[src/rtl/regfile_wb_arbiter.sv]
// rtl/regfile_wb_arbiter.sv - write-port arbiter and clear sequencer for the 32x32 register file
//
// Purpose:
//   Shares the register file's single write port between two writeback
//   requesters (A = ALU, B = load unit). When both are valid, a round-robin
//   pointer picks the winner. The optional bulk-clear sequence zeroes
//   registers 1..31. WriteRegister, WriteData and RegWrite are registered and
//   drive the register file directly.
//
// Configuration macro:
//   WB_CLEAR_EN - when defined, compiles in the CLEAR state, the sweep counter
//                 and the Busy logic. When it is undefined, Clear is ignored
//                 and Busy is tied to 0.
//
// Ports:
//   Clk, ResetN           clock, asynchronous active-low reset
//   ValidA/AddrA/DataA    requester A write request
//   ReadyA                A accepted this cycle (combinational)
//   ValidB/AddrB/DataB    requester B write request
//   ReadyB                B accepted this cycle (combinational)
//   Clear                 single-cycle pulse that starts the clear sweep
//   Busy                  clear sweep in progress (registered)
//   WriteRegister         register file write address (registered)
//   WriteData             register file write data (registered)
//   RegWrite              register file write enable (registered)

module regfile_wb_arbiter (
    input  logic        Clk,
    input  logic        ResetN,
    input  logic        ValidA,
    input  logic [4:0]  AddrA,
    input  logic [31:0] DataA,
    output logic        ReadyA,
    input  logic        ValidB,
    input  logic [4:0]  AddrB,
    input  logic [31:0] DataB,
    output logic        ReadyB,
    input  logic        Clear,
    output logic        Busy,
    output logic [4:0]  WriteRegister,
    output logic [31:0] WriteData,
    output logic        RegWrite
);

    // ptr_q = 0 favours A, ptr_q = 1 favours B.
    logic        ptr_q, ptr_d;
    logic [4:0]  wreg_q, wreg_d;
    logic [31:0] wdata_q, wdata_d;
    logic        regwrite_q, regwrite_d;
    logic        accept_en;
    logic        grant_a, grant_b;

`ifdef WB_CLEAR_EN
    typedef enum logic {S_IDLE, S_CLEAR} state_t;

    state_t      state_q, state_d;
    // count_q holds the register number currently presented on WriteRegister
    // during a sweep, so the sweep ends once register 31 has been shown.
    logic [4:0]  count_q, count_d;
    logic        busy_q, busy_d;

    // A Clear request pre-empts any request in the same cycle.
    assign accept_en = (state_q == S_IDLE) && !Clear;
    assign Busy      = busy_q;
`else
    logic        unused_clear;

    assign unused_clear = Clear;
    assign accept_en    = 1'b1;
    assign Busy         = 1'b0;
`endif

    assign grant_a = accept_en && ValidA && (!ValidB || !ptr_q);
    assign grant_b = accept_en && ValidB && (!ValidA ||  ptr_q);

    // Gating with ResetN keeps both Ready outputs low while reset is held,
    // even if requesters are already valid.
    assign ReadyA = ResetN && grant_a;
    assign ReadyB = ResetN && grant_b;

    always_comb begin
        ptr_d      = ptr_q;
        wreg_d     = wreg_q;
        wdata_d    = wdata_q;
        regwrite_d = 1'b0;
`ifdef WB_CLEAR_EN
        state_d    = state_q;
        count_d    = count_q;
        busy_d     = busy_q;
`endif

        if (grant_a) begin
            wreg_d     = AddrA;
            wdata_d    = DataA;
            regwrite_d = (AddrA != 5'd0);
            ptr_d      = 1'b1;
        end else if (grant_b) begin
            wreg_d     = AddrB;
            wdata_d    = DataB;
            regwrite_d = (AddrB != 5'd0);
            ptr_d      = 1'b0;
        end

`ifdef WB_CLEAR_EN
        case (state_q)
            S_IDLE: begin
                if (Clear) begin
                    // The write to register 1 is issued on the same edge that
                    // enters CLEAR. This makes Busy and the first write appear
                    // together.
                    state_d    = S_CLEAR;
                    count_d    = 5'd1;
                    busy_d     = 1'b1;
                    wreg_d     = 5'd1;
                    wdata_d    = 32'd0;
                    regwrite_d = 1'b1;
                end
            end
            S_CLEAR: begin
                if (count_q == 5'd31) begin
                    state_d = S_IDLE;
                    busy_d  = 1'b0;
                end else begin
                    count_d    = count_q + 5'd1;
                    wreg_d     = count_q + 5'd1;
                    wdata_d    = 32'd0;
                    regwrite_d = 1'b1;
                end
            end
            default: state_d = S_IDLE;
        endcase
`endif
    end

    always_ff @(posedge Clk or negedge ResetN) begin
        if (!ResetN) begin
            ptr_q      <= 1'b0;
            wreg_q     <= 5'd0;
            wdata_q    <= 32'd0;
            regwrite_q <= 1'b0;
`ifdef WB_CLEAR_EN
            state_q    <= S_IDLE;
            count_q    <= 5'd1;
            busy_q     <= 1'b0;
`endif
        end else begin
            ptr_q      <= ptr_d;
            wreg_q     <= wreg_d;
            wdata_q    <= wdata_d;
            regwrite_q <= regwrite_d;
`ifdef WB_CLEAR_EN
            state_q    <= state_d;
            count_q    <= count_d;
            busy_q     <= busy_d;
`endif
        end
    end

    assign WriteRegister = wreg_q;
    assign WriteData     = wdata_q;
    assign RegWrite      = regwrite_q;

endmodule

[config.mk]
export PLATFORM = sky130hd
export DESIGN_NAME = regfile_wb_arbiter
export DESIGN_NICKNAME = d
export VERILOG_FILES = /design/src/rtl/regfile_wb_arbiter.sv
export SDC_FILE = /design/constraint.sdc
export NUM_CORES = 1
export LEC_CHECK = 0
export BUFFER_PORTS_ARGS = -buffer_cell sky130_fd_sc_hd__buf_2
export CORE_MARGIN = 2
export CORE_UTILIZATION = 43
export CTS_CLUSTER_SIZE = 20
export DETAILED_ROUTE_END_ITERATION = 8
export PLACE_DENSITY = 0.79
export SYNTH_ARGS = -nofsm -noshare
export SYNTH_HDL_FRONTEND = slang
export SYNTH_SLANG_ARGS = --single-unit
[constraint.sdc]
create_clock -name Clk -period 2.12 [get_ports Clk]
set_input_delay 0.106 -clock Clk [delete_from_list [all_inputs] [get_ports Clk]]
set_output_delay 0.106 -clock Clk [all_outputs]
set_load 0.02 [all_outputs]
==> impl_metrics.yaml, run 1 <==
outcome:
  run_status: "complete, no violations"
cells_and_area:
  fin_nets: 411
  multi_input_area_sq_um: 993.5
  stdcell_area_sq_um: 2781
  syn2layout_area_growth_pct: 32.88
  antenna_cells: 0
  instances_no_fill: 398
  drive_above_1_share: 0.5045
  fillers: 439
  seqCellArea_sq_um: 975.9
setup_path:
  crit_type: "register to output port"
  crit_fanout: 26
  critPathRequiredTime_ns: 2.01
  crit_slowest_cell: "dfrtp_1"
  r2r_cells: 3
  worstSetupStartpointType: "register"
  cp_cell_sequence: "a21bo_1 -> buf_4 -> nor2_1 -> buf_2"
  cp-end-kind: "output port"
  arrival_ns: 1.43
  worst_path_largest_cell_delay_ns: 0.44
power:
  power_frac_clock: 0.225
  static-leakage-power_nw: 1.356
  p_total_w: 0.001983
  swShare: 0.3257
  p_int_w: 0.001337
  seqPwrFrac: 0.452
  ir_drop_mv: 0.3623
  power.density_nw_per_um2: 713.0
  p_comb_frac: 0.323
  p_sw_w: 0.0006460
drt:
  wl_per_cell_um: 13.61
  via_count: 1993
  dr_wl_met2_um: 2743
  wl_um: 5418
  drc_errors: 0
  wl_met1_um: 2321
  drt_iter0_drc: 141
  via_per_inst: 5.008
  dr.max_layer_used: "met4"
  ant_nets: 0
  wl_met3_um: 336
  drt-pass1-iter-count: 4
timing:
  hold_violations: 0
  setup_viol: 0
  rsz0062_at_grt: "no"
  max_clock_freq_mhz: 651.3
  finalCriticalPeriod_ns: 1.535
  tightest_slew_ns: 0.7694
  worst_slack_ns: 0.5847
  drv_slew: 0
  finalCritPeriodShare: 0.7242
  skew_ns: 0.006750
  setup_tns_ns: 0
  slew-limit-headroom: 0.4853
global_routing:
  grt_pass1_vias: 1983
  antenna_found_initial: 0
  grt_pass1_wl_um: 8742
  grt_usage: 0.2071
  grt_max_degree: 40
  grt_overflow_total: 0
synth:
  synth_warnings: 0
  synth_fp_nets: 297
  synth-seq-cells: 39
  synth_area_sq_um: 2093
  postSynthCellCount: 218
  ys_types: 18
  synth_area_per_cell_sq_um: 9.602
  ys_seq_area_frac: 0.4662
place:
  place_inst: 391
  place.gp.congestion: 0.7380
  port_buffers: 117
  placedInstanceArea_sq_um: 2699
  hpwl_um: 3714
  dp_slack_ns: 0.6743
floorplanning:
  row_count: 25
  initial_core_util: 0.4432
  core_area_sq_um: 4723
  die_width_um: 73.77
  die_h_um: 73.77
  die-area_sq_um: 5442
  pin_count: 120
cts:
  clkLatencyLatePin_ns: 0.28
  clk_pin_slew_ns: 0.07
  clock_path_buffers: 2
  htreeDepth: 2
  cts.repair.resized: 0
  ctsRootBufferMaster: "clkbuf_8"
  post_cts_buffers: 0
  cts.sinks: 39
  cts_tree: "built"
  cts_buffers: 5
worst_hold_path:
  hold_depth: 3
  min_path_type: "input port to register"
job:
  drv_cap: 0
-- synth_stat cells --
cell,instances,area share
o21ai_0,1,0.0024
or4_2,1,0.0042
or4_1,1,0.0036
buf_1,2,0.0036
a21bo_1,1,0.0048
buf_4,7,0.025
nand2_2,1,0.0030
buf_2,3,0.0072
o21a_1,1,0.0036
o22ai_1,38,0.11
inv_1,4,0.0072
clkbuf_1,3,0.0054
dfrtp_1,39,0.47
mux2_2,37,0.20
nor2_1,74,0.13
buf_6,2,0.011
a31oi_1,2,0.0060
conb_1,1,0.0018
-- placed cells by master, fill, tap and decap left out, drive strengths merged --
cell type	instances
buf	123
nor2	74
dfrtp	39
o22ai	38
mux2	37
clkbuf	6
inv	4
a31oi	2
or4	2
a21bo	1
o21ai	1
nand2	1
o21a	1
conb	1
dlygate4sd3	1
-- area by class of cell --
cell class | instances | share of cell area
Sequential cell | 39 | 0.3509
Inverter | 4 | 0.005398
Multi-Input combinational cell | 158 | 0.3572
Tap cell | 67 | 0.03014
Timing Repair Buffer | 124 | 0.2303
Clock buffer | 6 | 0.02609
-- state kept, by name (all words and copies together) (netlist names) --
signal and count:
WriteRegister 5, WriteData 32, ptr_q 1, RegWrite 1
-- kinds of logic (layout without fill, tap and decap cells) --
logic type | Yosys count | count (layout) | synth area share
compound gates | 43 | 43 | 0.1303
buf+inv | 21 | 134 | 0.05917
flops | 39 | 39 | 0.4662
mux | 37 | 37 | 0.1990
other cells | 1 | 1 | 0.001791
simple gates | 77 | 77 | 0.1435
-- stage by stage --
step,utilization,hold WS [ns]
final,0.5889,0.05218
after floorplan,-,-0.1896
after global routing,0.5889,0.04424
after global placement,0.5714,0.2220
after detailed placement,0.5714,0.2257
after CTS,0.5889,0.04411
-- path summary, 6_finish.rpt --
path	from	to	slack (ns)
max	ptr_q	ReadyA	0.58
min	DataA[28]	WriteData[28]	0.05
max reg2reg	ptr_q	WriteData[25]	0.65
min reg2reg	ptr_q	WriteData[31]	0.58
max in group asynchronous	ResetN	WriteData[21]	1.34
min in group asynchronous	ResetN	WriteData[13]	0.44
-- worst max-delay path, delay by kind of cell, from the launching register on --
kind,cells,cell delay [ns]
AOI/OAI and AO/OA,1,0.21
buffers and inverters,2,0.39
DFF,1,0.44
and+or+nand+nor,1,0.10
-- routing by layer --
metal | vias to the layer above | GRT usage
met5 | - | 0
li1 | 989 | -
met3 | 2 | 0.05487
met2 | 74 | 0.3740
met4 | 0 | 0.04444
met1 | 928 | 0.2452
-- power by group through the flow --
stage | sequential, W | clock [W] | combinational, W
2_1_floorplan | 0.00104 | 0 | 0.000278
3_3_place_gp | 0.000905 | 0 | 0.000631
3_5_place_dp | 0.000909 | 0 | 0.000644
4_1_cts | 0.000897 | 0.000472 | 0.000646
5_1_grt | 0.000909 | 0.000505 | 0.000707
6_report | 0.000896 | 0.000446 | 0.000641
-- what timing repair did --
item | in CTS | in global routing
hold endpoints to repair | 39 | 0
hold buffers | 1 | 0
setup endpoints to repair | 0 | 0
Power figures use the tool's default switching activity.
==> inputs of run 2 (changes only) <==
- clock period: 2.12 -> 1.5 ns (I/O delays scaled with it)
==> impl_metrics.yaml, run 2 (synthesis gave the netlist of run 1 again) <==
timing:
  setup_tns_ns: 0
  hold_violations: 0
  max_clock_freq_mhz: 726.9
  setup_viol: 0
  skew_ns: 0.004442
  holdWs_ns: 0.01959
  drv_slew: 0
  rsz0062_at_grt: "no"
  finalCriticalPeriod_ns: 1.376
  finalCritPeriodShare: 0.9172
drt:
  drt-pass1-iter-count: 4
  wl_per_cell_um: 12.76
  drt_iter0_drc: 62
  drc_errors: 0
  via_count: 2019
  wl_um: 5155
  ant_nets: 0
  via_per_inst: 4.998
place:
  port_buffers: 117
  hpwl_um: 3730
  place.gp.congestion: 0.6924
  placedInstanceArea_sq_um: 2734
worst_hold_path:
  min_to: "WriteData[10]"
  min_path_type: "input port to register"
  min_from: "DataA[10]"
  hold_depth: 3
global_routing:
  grt_max_degree: 37
  antenna_found_initial: 0
  grt_pass1_wl_um: 8245
  grt_overflow_total: 0
  grt_pass1_vias: 1854
  grt_usage: 0.1948
cells_and_area:
  fin_nets: 415
  largest_reg_flops: 32
  mostFrequentLayoutCells: "buf_2 (116), nor2_1 (74), dfrtp_1 (38), o22ai_1 (38), mux2_2 (37)"
  drive_above_1_share: 0.5163
  final_common_cell: "buf_2"
  antenna_cells: 0
  fillers: 427
  syn2layout_area_growth_pct: 36.58
  stdcell_area_sq_um: 2859
floorplanning:
  initial_core_util: 0.4432
  die-area_sq_um: 5442
  die_h_um: 73.77
  row_count: 25
  pin_count: 120
  core_area_sq_um: 4723
  die_width_um: 73.77
job:
  drv_cap: 0
power:
  power_frac_clock: 0.257
  p_comb_frac: 0.314
  static-leakage-power_nw: 1.394
  seqPwrFrac: 0.429
  p_int_w: 0.002018
  power.density_nw_per_um2: 1031
  swShare: 0.3152
  p_sw_w: 0.0009287
  p_total_w: 0.002946
  ir_drop_mv: 0.4933
setup_path:
  startpoint: "ptr_q"
  r2r_cells: 5
  r2r_end: "WriteData[2]"
  cp-end-kind: "output port"
  rrSetupSlack_ns: 0.18
  r2r-start: "ptr_q"
  critPathRequiredTime_ns: 1.42
  crit_type: "register to output port"
  arrival_ns: 1.30
  crit_fanout: 16
  worstSetupStartpointType: "register"
cts:
  cts_tree: "built"
  cts_buffers: 5
  clkLatencyLatePin_ns: 0.28
  clk_pin_slew_ns: 0.07
  htreeDepth: 2
  clock_path_buffers: 2
  ctsRootBufferMaster: "clkbuf_8"
  cts.sinks: 39
outcome:
  run_status: "complete, no violations"
==> run 2: changes by cell type in the layout (fill, tap and decap cells not counted) <==
cell	change
dfrtp_1	-1
buf_4	+3
buf_2	-1
buf_6	+1
clkbuf_8	+2
dfrtp_2	+1
o21ai_0	-1
o21ai_1	+1
buf_12	+1
==> run 2: timing repair <==
item / 4_1_cts / 5_1_grt
endpoints found under the hold margin: 39 / 0
buffers inserted: 0 / 1
resized for setup: 0 / 4
setup endpoints to repair: 0 / 2
hold buffers: 1 / 0
==> run 2: worst max-delay path: stages, from the launching register on <==
cell and delay, ns:
dfrtp_2 0.43, a21bo_1 0.19, buf_6 0.16, nor2_1 0.09, buf_4 0.14
==> run 2: per-layer routing <==
metal	GRT usage	part of all wire	routed length (um)
met1	0.2480	0.45	2297
met2	0.3333	0.49	2519
met3	0.04938	0.058	298
met4	0.04242	0.0078	40
met5	0	0	0
==> run 2: worst max path at each step <==
stage / depth (start not counted) / endpoint
floorplan: 4 / ReadyA
global placement: 4 / RegWrite
detailed placement: 4 / WriteData[2]
CTS: 4 / ReadyA
global route: 4 / ReadyA
finish: 4 / ReadyA
==> run 2: per-stage QoR <==
| stage | util | std cells | setup slack (ns) |
|---|---|---|---|
| after floorplan | - | 218 | 0.2523 |
| after global placement | 0.5788 | 394 | 0.3212 |
| after detailed placement | 0.5788 | 394 | 0.2714 |
| after CTS | 0.6021 | 403 | 0.02780 |
| after global routing | 0.6053 | 404 | 0.02447 |
| final | 0.6053 | 404 | 0.1242 |
==> run 2: cell type report <==
class / instances / area [sq um] / area share
multi-input cells: 158 / 993.5 / 0.3475
clock buffers: 8 / 100.1 / 0.03501
repair buffers: 128 / 689.4 / 0.2411
inverters: 4 / 15.01 / 0.005252
flip-flops and latches: 39 / 977.2 / 0.3418
well taps: 67 / 83.83 / 0.02932
==> run 2: power groups by stage <==
stage	logic (W)	registers (W)	clock network (W)
5_1_grt	0.00101	0.00128	0.000843
3_5_place_dp	0.000921	0.00128	0
2_1_floorplan	0.000394	0.00146	0
4_1_cts	0.000923	0.00127	0.000796
6_report	0.000924	0.00126	0.000758
3_3_place_gp	0.000902	0.00128	0
